$ cat config.mk
export PLATFORM = sky130hd
export DESIGN_NAME = craps_datapath_flat
export DESIGN_NICKNAME = d
export VERILOG_FILES = /design/src/rtl/craps_datapath_if.sv /design/src/rtl/craps_datapath.sv /design/src/flat_wrapper.sv
export SDC_FILE = /design/constraint.sdc
export NUM_CORES = 1
export LEC_CHECK = 0
export ABC_AREA = 1
export CAP_MARGIN = 20
export CORE_MARGIN = 2
export CORE_UTILIZATION = 36
export DETAILED_ROUTE_END_ITERATION = 8
export GPL_TIMING_DRIVEN = 0
export PLACE_DENSITY_LB_ADDON = 0.3
export SLEW_MARGIN = 5
export SYNTH_ARGS = -nofsm -noshare
export SYNTH_HDL_FRONTEND = slang
export SYNTH_SLANG_ARGS = --single-unit
$ cat constraint.sdc
create_clock -name clk_main -period 1.7 [get_ports clk_main]
set_clock_uncertainty 0.05 [all_clocks]
set_input_delay 0.17 -clock clk_main [delete_from_list [all_inputs] [get_ports clk_main]]
set_output_delay 0.17 -clock clk_main [all_outputs]
set_load 0.02 [all_outputs]
$ cat src/rtl/craps_datapath_if.sv
// Roll/sp command and dice/status bus between the craps Controller and its datapath.
// CRAPS_ROLL_COUNT_EN adds the saturating roll_count field.
interface craps_datapath_if;
  logic       roll;
  logic       sp;
  logic [2:0] die1;
  logic [2:0] die2;
  logic [3:0] sum;
  logic [3:0] point;
  logic       sum_valid;
  logic       seven_out;
  logic       natural;
  logic       craps;
  logic       eq;
`ifdef CRAPS_ROLL_COUNT_EN
  logic [7:0] roll_count;

  modport master (
    output roll, sp,
    input  die1, die2, sum, point, sum_valid, seven_out, natural, craps, eq, roll_count
  );

  modport slave (
    input  roll, sp,
    output die1, die2, sum, point, sum_valid, seven_out, natural, craps, eq, roll_count
  );
`else
  modport master (
    output roll, sp,
    input  die1, die2, sum, point, sum_valid, seven_out, natural, craps, eq
  );

  modport slave (
    input  roll, sp,
    output die1, die2, sum, point, sum_valid, seven_out, natural, craps, eq
  );
`endif
endinterface

$ cat src/rtl/craps_datapath.sv
// Craps datapath: free-running dice counters, roll capture, sum/point registers, status flags.
// Optional CRAPS_ROLL_COUNT_EN adds an 8-bit saturating capture counter.
module craps_datapath #(
  parameter int unsigned FACES     = 6,
  parameter int unsigned DIE1_INIT = 1,
  parameter int unsigned DIE2_INIT = 1
) (
  input logic             clk_main,
  input logic             reset,
  craps_datapath_if.slave bus
);

  localparam int unsigned DIE_W = 3;
  localparam int unsigned SUM_W = 4;
  localparam logic [DIE_W-1:0] FACE_MAX  = DIE_W'(FACES);
  localparam logic [DIE_W-1:0] FACE_MIN  = DIE_W'(1);
  localparam logic [DIE_W-1:0] CNT1_RST  = DIE_W'(DIE1_INIT);
  localparam logic [DIE_W-1:0] CNT2_RST  = DIE_W'(DIE2_INIT);

  logic [DIE_W-1:0] cnt1_q, cnt1_d;
  logic [DIE_W-1:0] cnt2_q, cnt2_d;
  logic             roll_q, roll_d;
  logic             sp_q, sp_d;
  logic [DIE_W-1:0] die1_q, die1_d;
  logic [DIE_W-1:0] die2_q, die2_d;
  logic [SUM_W-1:0] sum_q, sum_d;
  logic [SUM_W-1:0] point_q, point_d;
  logic             sum_valid_q, sum_valid_d;
  logic             point_valid_q, point_valid_d;

  logic rise_roll_c;
  logic rise_sp_c;
  logic cnt1_wrap_c;

`ifdef CRAPS_ROLL_COUNT_EN
  localparam int unsigned RC_W = 8;
  localparam logic [RC_W-1:0] RC_MAX = {RC_W{1'b1}};
  logic [RC_W-1:0] roll_count_q, roll_count_d;
`endif

  // Next-state: counters, edge detectors, capture and point store
  always_comb begin
    cnt1_d        = cnt1_q;
    cnt2_d        = cnt2_q;
    roll_d        = bus.roll;
    sp_d          = bus.sp;
    die1_d        = die1_q;
    die2_d        = die2_q;
    sum_d         = sum_q;
    point_d       = point_q;
    sum_valid_d   = sum_valid_q;
    point_valid_d = point_valid_q;

    rise_roll_c = bus.roll & ~roll_q;
    rise_sp_c   = bus.sp & ~sp_q;
    cnt1_wrap_c = (cnt1_q == FACE_MAX);

    cnt1_d = cnt1_wrap_c ? FACE_MIN : cnt1_q + DIE_W'(1);
    if (cnt1_wrap_c) begin
      cnt2_d = (cnt2_q == FACE_MAX) ? FACE_MIN : cnt2_q + DIE_W'(1);
    end

    // Captures take the pre-increment counter values
    if (rise_roll_c) begin
      die1_d      = cnt1_q;
      die2_d      = cnt2_q;
      sum_d       = SUM_W'(cnt1_q) + SUM_W'(cnt2_q);
      sum_valid_d = 1'b1;
    end

    // Point takes the registered sum, so a coincident roll leaves it the old value
    if (rise_sp_c) begin
      point_d       = sum_q;
      point_valid_d = 1'b1;
    end
  end

`ifdef CRAPS_ROLL_COUNT_EN
  always_comb begin
    roll_count_d = roll_count_q;
    if (rise_roll_c && (roll_count_q != RC_MAX)) begin
      roll_count_d = roll_count_q + RC_W'(1);
    end
  end

  always_ff @(posedge clk_main or posedge reset) begin
    if (reset) begin
      roll_count_q <= '0;
    end else begin
      roll_count_q <= roll_count_d;
    end
  end

  assign bus.roll_count = roll_count_q;
`endif

  always_ff @(posedge clk_main or posedge reset) begin
    if (reset) begin
      cnt1_q        <= CNT1_RST;
      cnt2_q        <= CNT2_RST;
      roll_q        <= 1'b0;
      sp_q          <= 1'b0;
      die1_q        <= '0;
      die2_q        <= '0;
      sum_q         <= '0;
      point_q       <= '0;
      sum_valid_q   <= 1'b0;
      point_valid_q <= 1'b0;
    end else begin
      cnt1_q        <= cnt1_d;
      cnt2_q        <= cnt2_d;
      roll_q        <= roll_d;
      sp_q          <= sp_d;
      die1_q        <= die1_d;
      die2_q        <= die2_d;
      sum_q         <= sum_d;
      point_q       <= point_d;
      sum_valid_q   <= sum_valid_d;
      point_valid_q <= point_valid_d;
    end
  end

  // Status decode straight off the registers; silent until a roll exists
  always_comb begin
    bus.seven_out = 1'b0;
    bus.natural   = 1'b0;
    bus.craps     = 1'b0;
    bus.eq        = 1'b0;
    if (sum_valid_q) begin
      bus.seven_out = (sum_q == SUM_W'(7));
      bus.natural   = (sum_q == SUM_W'(7)) || (sum_q == SUM_W'(11));
      bus.craps     = (sum_q == SUM_W'(2)) || (sum_q == SUM_W'(3)) || (sum_q == SUM_W'(12));
      bus.eq        = point_valid_q && (sum_q == point_q);
    end
  end

  assign bus.die1      = die1_q;
  assign bus.die2      = die2_q;
  assign bus.sum       = sum_q;
  assign bus.point     = point_q;
  assign bus.sum_valid = sum_valid_q;

endmodule
$ cat src/flat_wrapper.sv
// flat-port wrapper written by rule: the top's interface ports become plain ports
module craps_datapath_flat 
#(
  parameter int unsigned FACES     = 6,
  parameter int unsigned DIE1_INIT = 1,
  parameter int unsigned DIE2_INIT = 1
)
  (clk_main, reset, bus_roll, bus_sp, bus_die1, bus_die2, bus_sum, bus_point, bus_sum_valid, bus_seven_out, bus_natural, bus_craps, bus_eq);
  craps_datapath_if bus_i ();
  input logic clk_main;
  input logic reset;
  input wire logic [$bits(bus_i.roll)-1:0] bus_roll;
  input wire logic [$bits(bus_i.sp)-1:0] bus_sp;
  output wire logic [$bits(bus_i.die1)-1:0] bus_die1;
  output wire logic [$bits(bus_i.die2)-1:0] bus_die2;
  output wire logic [$bits(bus_i.sum)-1:0] bus_sum;
  output wire logic [$bits(bus_i.point)-1:0] bus_point;
  output wire logic [$bits(bus_i.sum_valid)-1:0] bus_sum_valid;
  output wire logic [$bits(bus_i.seven_out)-1:0] bus_seven_out;
  output wire logic [$bits(bus_i.natural)-1:0] bus_natural;
  output wire logic [$bits(bus_i.craps)-1:0] bus_craps;
  output wire logic [$bits(bus_i.eq)-1:0] bus_eq;
  assign bus_i.roll = bus_roll;
  assign bus_i.sp = bus_sp;
  assign bus_die1 = bus_i.die1;
  assign bus_die2 = bus_i.die2;
  assign bus_sum = bus_i.sum;
  assign bus_point = bus_i.point;
  assign bus_sum_valid = bus_i.sum_valid;
  assign bus_seven_out = bus_i.seven_out;
  assign bus_natural = bus_i.natural;
  assign bus_craps = bus_i.craps;
  assign bus_eq = bus_i.eq;
  craps_datapath #(.FACES(FACES), .DIE1_INIT(DIE1_INIT), .DIE2_INIT(DIE2_INIT)) u_core (.clk_main(clk_main), .reset(reset), .bus(bus_i));
endmodule
==> results of run 1 <==
power by group through the flow:
| stage | Sequential (W) | Combinational [W] | Clock [W] |
|---|---|---|---|
| 6_report | 0.000648 | 0.000270 | 0.000403 |
| 5_1_grt | 0.000656 | 0.000301 | 0.000437 |
| 4_1_cts | 0.000648 | 0.000276 | 0.000417 |
| 3_5_place_dp | 0.000659 | 0.000283 | 0 |
| 3_3_place_gp | 0.000656 | 0.000278 | 0 |
| 2_1_floorplan | 0.000699 | 0.000111 | 0 |
worst max-delay path by stage:
stage	start	slack, ns	to
detailed placement	u_core.bus.sum[3]$_DFFE_PP0P_	0.02	bus_natural
CTS	u_core.bus.sum[3]$_DFFE_PP0P_	0.001	bus_eq
global route	u_core.bus.sum[3]$_DFFE_PP0P_	-0.009	bus_natural
finish	u_core.bus.sum[0]$_DFFE_PP0P_	0.09	bus_sum[0]
floorplan	u_core.cnt1_q[0]$_DFF_PP1_	0.29	u_core.bus.sum[1]$_DFFE_PP0P_
global placement	u_core.bus.sum[3]$_DFFE_PP0P_	0.03	bus_natural
layer usage:
layer  global-route usage  part of all wire  routed length (um)
met1                0.161              0.47                 967
met4               0.0603             0.011                  22
met2                0.210              0.47                 966
met3               0.0216             0.044                  91
met5                    0                 0                   0
state kept, by name (all words and copies together) (netlist names), 3 cells and up:
| register | count |
|---|---|
| u_core.bus.die2 | 3 |
| u_core.bus.sum | 4 |
| u_core.bus.point | 4 |
| u_core.bus.die1 | 3 |
| u_core.cnt2_q | 3 |
| u_core.cnt1_q | 3 |
stage by stage:
stage / instances / utilization / area [um^2] / setup WS [ns] / power, W
final: 202 / 0.479 / 1450 / 0.0944 / 0.00132
after global routing: 202 / 0.479 / 1450 / -0.00855 / 0.00139
after CTS: 200 / 0.479 / 1450 / 0.00148 / 0.00134
after detailed placement: 196 / 0.463 / 1400 / 0.0176 / 0.000941
after global placement: 196 / 0.463 / 1400 / 0.0279 / 0.000933
after floorplan: 130 / - / 1130 / 0.293 / 0.000810
cell type report:
class,instances,share of cell area
well taps,44,0.0380
multi-input cells,84,0.299
flip-flops and latches,24,0.418
clock buffers,3,0.0155
plain buffers,1,0.00777
repair buffers,24,0.147
clock inverters,1,0.0207
inverters,21,0.0544
worst reg2reg max path: cells and delay by family (launching register included):
family                     cells  cell delay (ns)
adders and majority gates      2             0.60
DFF                            1             0.58
and+or+nand+nor                1             0.07
AOI/OAI and AO/OA              1             0.07
layout by cell type, fill, tap and decap left out, types with 3 or more instances in the layout:
cell type and n:
nor2_1 8, o21ai_0 10, a21oi_1 4, o21ai_2 5
clkbuf_4 3, inv_1 18, dfrtp_1 20, inv_2 3
nand2_1 41, ha_1 3, clkdlybuf4s50_1 17, buf_4 3
nand3_1 5
timing repair:
| item | CTS | global route |
|---|---|---|
| resized for setup | 9 | 9 |
| endpoints found under the setup margin | 4 | 5 |
| setup buffers | 0 | 2 |
| gates cloned | 0 | 0 |
logic make-up after synthesis:
| logic type | synth area share |
|---|---|
| buffers and inverters | 0.0799 |
| AOI/OAI and AO/OA | 0.101 |
| xor gates and xnor gates | 0.0155 |
| DFF | 0.535 |
| and+or+nand+nor | 0.218 |
| adders and majority gates | 0.0511 |
==> flow_summary.yaml, run 1 <==
power:
  powerDensity_nw_per_um2: 911
  p_leak_nw: 0.734
  switching_power_w: 0.000354
  power_frac_clock: 0.305
  combPwrFrac: 0.205
  switching_share: 0.268
  p_int_w: 0.000968
  irDropWorstVdd_uv: 405
  p_seq_frac: 0.490
logic_synthesis:
  synthCells: 130
  synth_common_cells: "nand2_1, dfrtp_1, inv_1"
  synthArstFlopShare: 1.00
  synth_top_area_frac: 0.488
  synth_cell_type_count: 18
  seq_area_frac_synth: 0.535
  ys_top_cells_by_area: "dfrtp_1, nand2_1, inv_1"
  synth_most_common_cell: "nand2_1"
  yosys.area.top_type: "dfrtp_1"
  synth-edff-count: 0
  syn-num-nets: 138
  synth.avg_cell_area_um2: 8.67
  syn_area_um2: 1130
  yosysWarnings: 0
  synth_seq_cells: 24
  synth_flop_cell: "dfrtp_1"
critical_path:
  crit_chain: "clkdlybuf4s50_1"
  rr_startpoint: "u_core.cnt1_q[0]$_DFF_PP1_"
  reg2regPathDepth: 4
  crit_fanout: 5
  critical_path.max_stage_delay_ns: 0.63
  crit_buf_inv: 1
  cp.depth: 1
  crit_type: "register to output port"
  reg2reg_to: "u_core.bus.sum[1]$_DFFE_PP0P_"
  cp_top_family: "buffers and inverters"
  cp-end-kind: "output port"
  worstSetupStartpointType: "register"
  cp.required_ns: 1.48
  critPathSlowestCell: "clkdlybuf4s50_1"
  crit_arrival_ns: 1.39
  r2r_setup_slack_ns: 0.23
clock_network:
  cts.sinks: 24
  clock_path_buffers: 2
  cts-buffers-inserted: 3
  cts_tree: "built"
  clk_pin_slew_ns: 0.13
  clk_latency_ns: 0.31
  cts_max_level: 1
  cts_root_buf: "clkbuf_4"
  cts_hold_buf: 0
die:
  initial_utilization: 0.372
  die-area_um2: 3600
  core_area_um2: 3030
  fp.dieH_um: 60.0
  num_io_pins: 23
  floorplan.rows: 20
  dieWidth_um: 60.0
min_path:
  min_from: "bus_sp"
  whs_path_depth: 1
  hold_path.class: "primary input to register"
  hold_end: "u_core.sp_q$_DFF_PP0_"
drt:
  wire_per_inst_um: 10.1
  vias_per_cell: 4.42
  drtIter0Drc: 42
  wl_mm: 2.05
  ant_nets: 0
  via_count: 893
  post-route-drc-count: 0
  drtPass1Iterations: 4
layout:
  nNetsFinal: 167
  layout-drive-gt1-share: 0.171
  n_antenna_cell: 0
  multi_input_area_um2: 434
  fillerInstances: 304
  seq_area_um2: 606
  syn_to_final_growth_pct: 28.6
sta:
  maxSlewHeadroom: 0.400
  fin_tns_setup_ns: 0
  period_needed_ns: 1.61
  min_period_over_period: 0.944
  holdWs_ns: 0.269
  setup_violations: 0
  final-max-slew-violation-count: 0
  final_hold_viol_count: 0
  max_freq_ghz: 0.623
  worstMarginPinSlew_ns: 0.899
global_routing:
  grt_pass1_vias: 836
  track_usage: 0.127
  grt_pass1_wl_mm: 3.48
  grt_remaining_overflow: 0
  antenna_found_initial: 0
  grt_start_max_net_pins: 25
run:
  maxCapViolCount: 0
placement:
  hpwl_mm: 1.56
  port_buffers: 22
  gp_congestion: 0.790
status:
  status: "finished clean"
Note: power is estimated with default switching activity, not from simulation.
==> run 2, diff against run 1 <==
--- a/config.mk
+++ b/config.mk
@@ -12,6 +12,7 @@
 export DETAILED_ROUTE_END_ITERATION = 8
 export GPL_TIMING_DRIVEN = 0
 export PLACE_DENSITY_LB_ADDON = 0.3
+export SKIP_LAST_GASP = 1
 export SLEW_MARGIN = 5
 export SYNTH_ARGS = -nofsm -noshare
 export SYNTH_HDL_FRONTEND = slang
==> flow_summary.yaml, run 2 (synthesis gave the netlist of run 1 again) <==
drt:
  via_count: 893
  wl_mm: 2.04
  wire_per_inst_um: 10.1
  ant_nets: 0
  drtPass1Iterations: 4
  post-route-drc-count: 0
  drtIter0Drc: 42
  vias_per_cell: 4.42
power:
  total_power_w: 0.00132
  powerDensity_nw_per_um2: 910
  combPwrFrac: 0.205
  power_frac_clock: 0.305
  p_leak_nw: 0.731
  switching_power_w: 0.000354
  p_seq_frac: 0.490
  switching_share: 0.268
  p_int_w: 0.000968
  irDropWorstVdd_uv: 405
die:
  fp.dieH_um: 60.0
  core_area_um2: 3030
  dieWidth_um: 60.0
  initial_utilization: 0.372
  die-area_um2: 3600
  floorplan.rows: 20
  num_io_pins: 23
global_routing:
  track_usage: 0.127
  grt_pass1_wl_mm: 3.47
  grt_remaining_overflow: 0
  antenna_found_initial: 0
  grt_pass1_vias: 834
  grt_start_max_net_pins: 25
critical_path:
  reg2reg_to: "u_core.bus.sum[1]$_DFFE_PP0P_"
  cp.required_ns: 1.48
  cp-end-kind: "output port"
  worstSetupStartpointType: "register"
  r2r_setup_slack_ns: 0.23
  rr_startpoint: "u_core.cnt1_q[0]$_DFF_PP1_"
  crit_fanout: 5
  crit_arrival_ns: 1.47
  crit_type: "register to output port"
  reg2regPathDepth: 4
layout:
  layout-drive-gt1-share: 0.165
  seq_area_um2: 606
  syn_to_final_growth_pct: 28.9
  nNetsFinal: 167
  fillerInstances: 305
  multi_input_area_um2: 434
  utilization: 0.480
  n_antenna_cell: 0
  final_common_cell: "nand2_1"
  final_cell_mix: "nand2_1, dfrtp_1, inv_1, clkdlybuf4s50_1, o21ai_0"
  fin_area_um2: 1450
clock_network:
  clock_path_buffers: 2
  cts_tree: "built"
  cts_max_level: 1
  clk_pin_slew_ns: 0.13
  clk_latency_ns: 0.31
  cts.sinks: 24
  cts_root_buf: "clkbuf_4"
  cts-buffers-inserted: 3
placement:
  pre_cts_slack_ns: 0.0176
  port_buffers: 22
  gp_congestion: 0.790
  hpwl_mm: 1.56
  placed_cell_area_um2: 1400
sta:
  max_freq_ghz: 0.591
  fin_ws_ns: 0.00715
  final-max-slew-violation-count: 0
  maxSlewHeadroom: 0.400
  worstMarginPinSlew_ns: 0.899
  rsz0062_at_grt: "true"
  period_needed_ns: 1.69
  setup_violations: 0
  min_period_over_period: 0.996
  fin_tns_setup_ns: 0
  final_hold_viol_count: 0
status:
  status: "finished clean"
min_path:
  whs_path_depth: 1
  min_from: "bus_sp"
  hold_path.class: "primary input to register"
  hold_end: "u_core.sp_q$_DFF_PP0_"
run:
  maxCapViolCount: 0
-- run 2: changes by cell type in the layout (fill, tap and decap cells not counted) --
cell,change
buf_2,-1
buf_4,-1
clkbuf_2,+1
clkdlybuf4s50_1,+1
-- run 2: through the flow --
stage                     instances  hold WS (ns)
after floorplan                 130         0.133
after global placement          196         0.399
after detailed placement        196         0.419
after CTS                       200         0.260
after global routing            202         0.250
final                           202         0.269
-- run 2: worst max-delay path by stage --
stage	start	end	cells past startpoint
floorplan	u_core.cnt1_q[0]$_DFF_PP1_	u_core.bus.sum[1]$_DFFE_PP0P_	4
global placement	u_core.bus.sum[3]$_DFFE_PP0P_	bus_natural	5
detailed placement	u_core.bus.sum[3]$_DFFE_PP0P_	bus_natural	5
CTS	u_core.bus.sum[3]$_DFFE_PP0P_	bus_natural	5
global route	u_core.bus.sum[3]$_DFFE_PP0P_	bus_sum[3]	2
finish	u_core.bus.sum[3]$_DFFE_PP0P_	bus_sum[3]	2
-- run 2: area by class of cell --
cell class / instances / area share
tap: 44 / 0.0379
clock inverter: 1 / 0.0207
clock buffer: 3 / 0.0155
buffer: 1 / 0.00775
sequential: 24 / 0.417
inverter: 21 / 0.0543
timing repair buffer: 24 / 0.148
multi-input combinational: 84 / 0.299
-- run 2: timing repair --
action | in CTS | in global routing
buffers inserted | 0 | 2
gates resized for setup | 6 | 10
hold buffers | 0 | 0
endpoints found under the setup margin | 4 | 5
-- run 2: worst max-delay path, stage by stage (launching register included) --
cell             delay (ns)
dfrtp_1                0.45
buf_4                  0.13
clkdlybuf4s50_1        0.59
-- run 2: layer usage --
layer | up-vias | track usage | part of all wire
met3 | 4 | 0.0216 | 0.044
met4 | 0 | 0.0603 | 0.011
li1 | 458 | - | -
met5 | - | 0 | 0
met2 | 19 | 0.210 | 0.47
met1 | 412 | 0.160 | 0.47
-- run 2: power by group through the flow --
| stage | clock network (W) | logic (W) | registers [W] |
|---|---|---|---|
| after floorplan | 0 | 0.000111 | 0.000699 |
| after global placement | 0 | 0.000278 | 0.000656 |
| after detailed placement | 0 | 0.000283 | 0.000659 |
| after CTS | 0.000417 | 0.000276 | 0.000648 |
| after global routing | 0.000437 | 0.000301 | 0.000656 |
| final | 0.000403 | 0.000271 | 0.000648 |
==> run 3, diff against run 2 <==
--- a/config.mk
+++ b/config.mk
@@ -11,6 +11,7 @@
 export CORE_UTILIZATION = 36
 export DETAILED_ROUTE_END_ITERATION = 8
 export GPL_TIMING_DRIVEN = 0
+export MAX_ROUTING_LAYER = met4
 export PLACE_DENSITY_LB_ADDON = 0.3
 export SKIP_LAST_GASP = 1
 export SLEW_MARGIN = 5
==> flow_summary.yaml, run 3 (synthesis gave the netlist of run 1 again) <==
drt:
  vias_per_cell: 4.42
  wire_per_inst_um: 10.1
  drtIter0Drc: 42
  drtPass1Iterations: 4
  ant_nets: 0
  post-route-drc-count: 0
  wl_mm: 2.04
  via_count: 893
min_path:
  whs_path_depth: 1
  hold_path.class: "primary input to register"
  min_from: "bus_sp"
die:
  dieWidth_um: 60.0
  floorplan.rows: 20
  initial_utilization: 0.372
  core_area_um2: 3030
  die-area_um2: 3600
  fp.dieH_um: 60.0
  num_io_pins: 23
placement:
  port_buffers: 22
  placed_cell_area_um2: 1400
  hpwl_mm: 1.56
  gp_congestion: 0.801
  dp_cells: 196
run:
  maxCapViolCount: 0
critical_path:
  crit_fanout: 5
  crit_arrival_ns: 1.47
  rr_startpoint: "u_core.cnt1_q[0]$_DFF_PP1_"
  crit_chain: "buf_4, clkdlybuf4s50_1"
  reg2regPathDepth: 4
  critPathSlowestCell: "clkdlybuf4s50_1"
  cp-end-kind: "output port"
  worstSetupStartpoint: "u_core.bus.sum[3]$_DFFE_PP0P_"
  critical_path.max_stage_delay_ns: 0.59
  worstSetupStartpointType: "register"
  cp.required_ns: 1.48
  crit_type: "register to output port"
status:
  status: "finished clean"
layout:
  n_antenna_cell: 0
  syn_to_final_growth_pct: 28.9
  nNetsFinal: 167
  final_cell_mix: "nand2_1, dfrtp_1, inv_1, clkdlybuf4s50_1, o21ai_0"
  final_common_cell: "nand2_1"
  layout-drive-gt1-share: 0.165
  fin_cells: 202
  fin_area_um2: 1450
clock_network:
  cts_max_level: 1
  cts_root_buf: "clkbuf_4"
  clk_pin_slew_ns: 0.13
  clock_path_buffers: 2
  cts-buffers-inserted: 3
  clk_latency_ns: 0.31
  cts.sinks: 24
  cts_tree: "built"
global_routing:
  grt_pass1_vias: 834
  antenna_found_initial: 0
  track_usage: 0.130
  grt_remaining_overflow: 0
  grt_pass1_wl_mm: 3.47
  grt_start_max_net_pins: 25
sta:
  worstMarginPinSlew_ns: 0.899
  max_freq_ghz: 0.591
  min_period_over_period: 0.996
  period_needed_ns: 1.69
  rsz0062_at_grt: "true"
  setup_violations: 0
  final-max-slew-violation-count: 0
  holdWs_ns: 0.269
  maxSlewHeadroom: 0.400
  final_hold_viol_count: 0
power:
  powerDensity_nw_per_um2: 910
  irDropWorstVdd_uv: 405
  p_leak_nw: 0.731
==> run 3: cell counts in the layout (fill, tap and decap cells not counted) <==
No cell type changed its count.
==> run 3: repair_timing <==
item	4_1_cts	5_1_grt
buffers inserted	0	2
hold buffers	0	0
endpoints found under the hold margin	0	0
resized for setup	6	10
endpoints found under the setup margin	4	5
==> run 3: report_power, final <==
group          switching (W)  total (W)  internal (W)
combinational       0.000152   0.000271      0.000119
sequential         0.0000372   0.000648      0.000611
clock               0.000165   0.000403      0.000238
total               0.000354    0.00132      0.000968
==> run 3: metrics by stage <==
step,setup WS (ns),total power [W],TNS [ns],utilization
floorplan,0.293,0.000810,0,-
global placement,0.0279,0.000933,0,0.463
detailed placement,0.0176,0.000941,0,0.463
CTS,-0.0705,0.00134,-0.0705,0.480
global route,-0.0551,0.00139,-0.0781,0.480
finish,0.00715,0.00132,0,0.480
==> run 3: cell type report <==
cell class	instances	area, um^2
plain buffers	1	11.3
clock buffers	3	22.5
clock inverters	1	30.0
fillers	305	1580
inverters	21	78.8
multi-input cells	84	434
flip-flops and latches	24	606
well taps	44	55.1
repair buffers	24	215
==> run 3: per-layer routing <==
| layer | track usage | vias to the layer above | part of all wire |
|---|---|---|---|
| met5 | - | - | 0 |
| met2 | 0.210 | 19 | 0.47 |
| li1 | - | 458 | - |
| met3 | 0.0195 | 4 | 0.040 |
| met1 | 0.161 | 412 | 0.48 |
| met4 | 0.0603 | 0 | 0.011 |
==> run 3: critical path: cells and delay by family (launching register included) <==
family | cells | cell delay (ns)
flops | 1 | 0.45
buf+inv | 2 | 0.72
==> run 3: worst paths after layout <==
check / endpoint / slack, ns
max: bus_sum[3] / 0.007
min: u_core.sp_q$_DFF_PP0_ / 0.27
max reg2reg: u_core.bus.sum[1]$_DFFE_PP0P_ / 0.23
min reg2reg: u_core.bus.die1[1]$_DFFE_PP0P_ / 0.44
max in group asynchronous: u_core.bus.sum[2]$_DFFE_PP0P_ / 0.69
min in group asynchronous: u_core.bus.point[1]$_DFFE_PP0P_ / 0.29
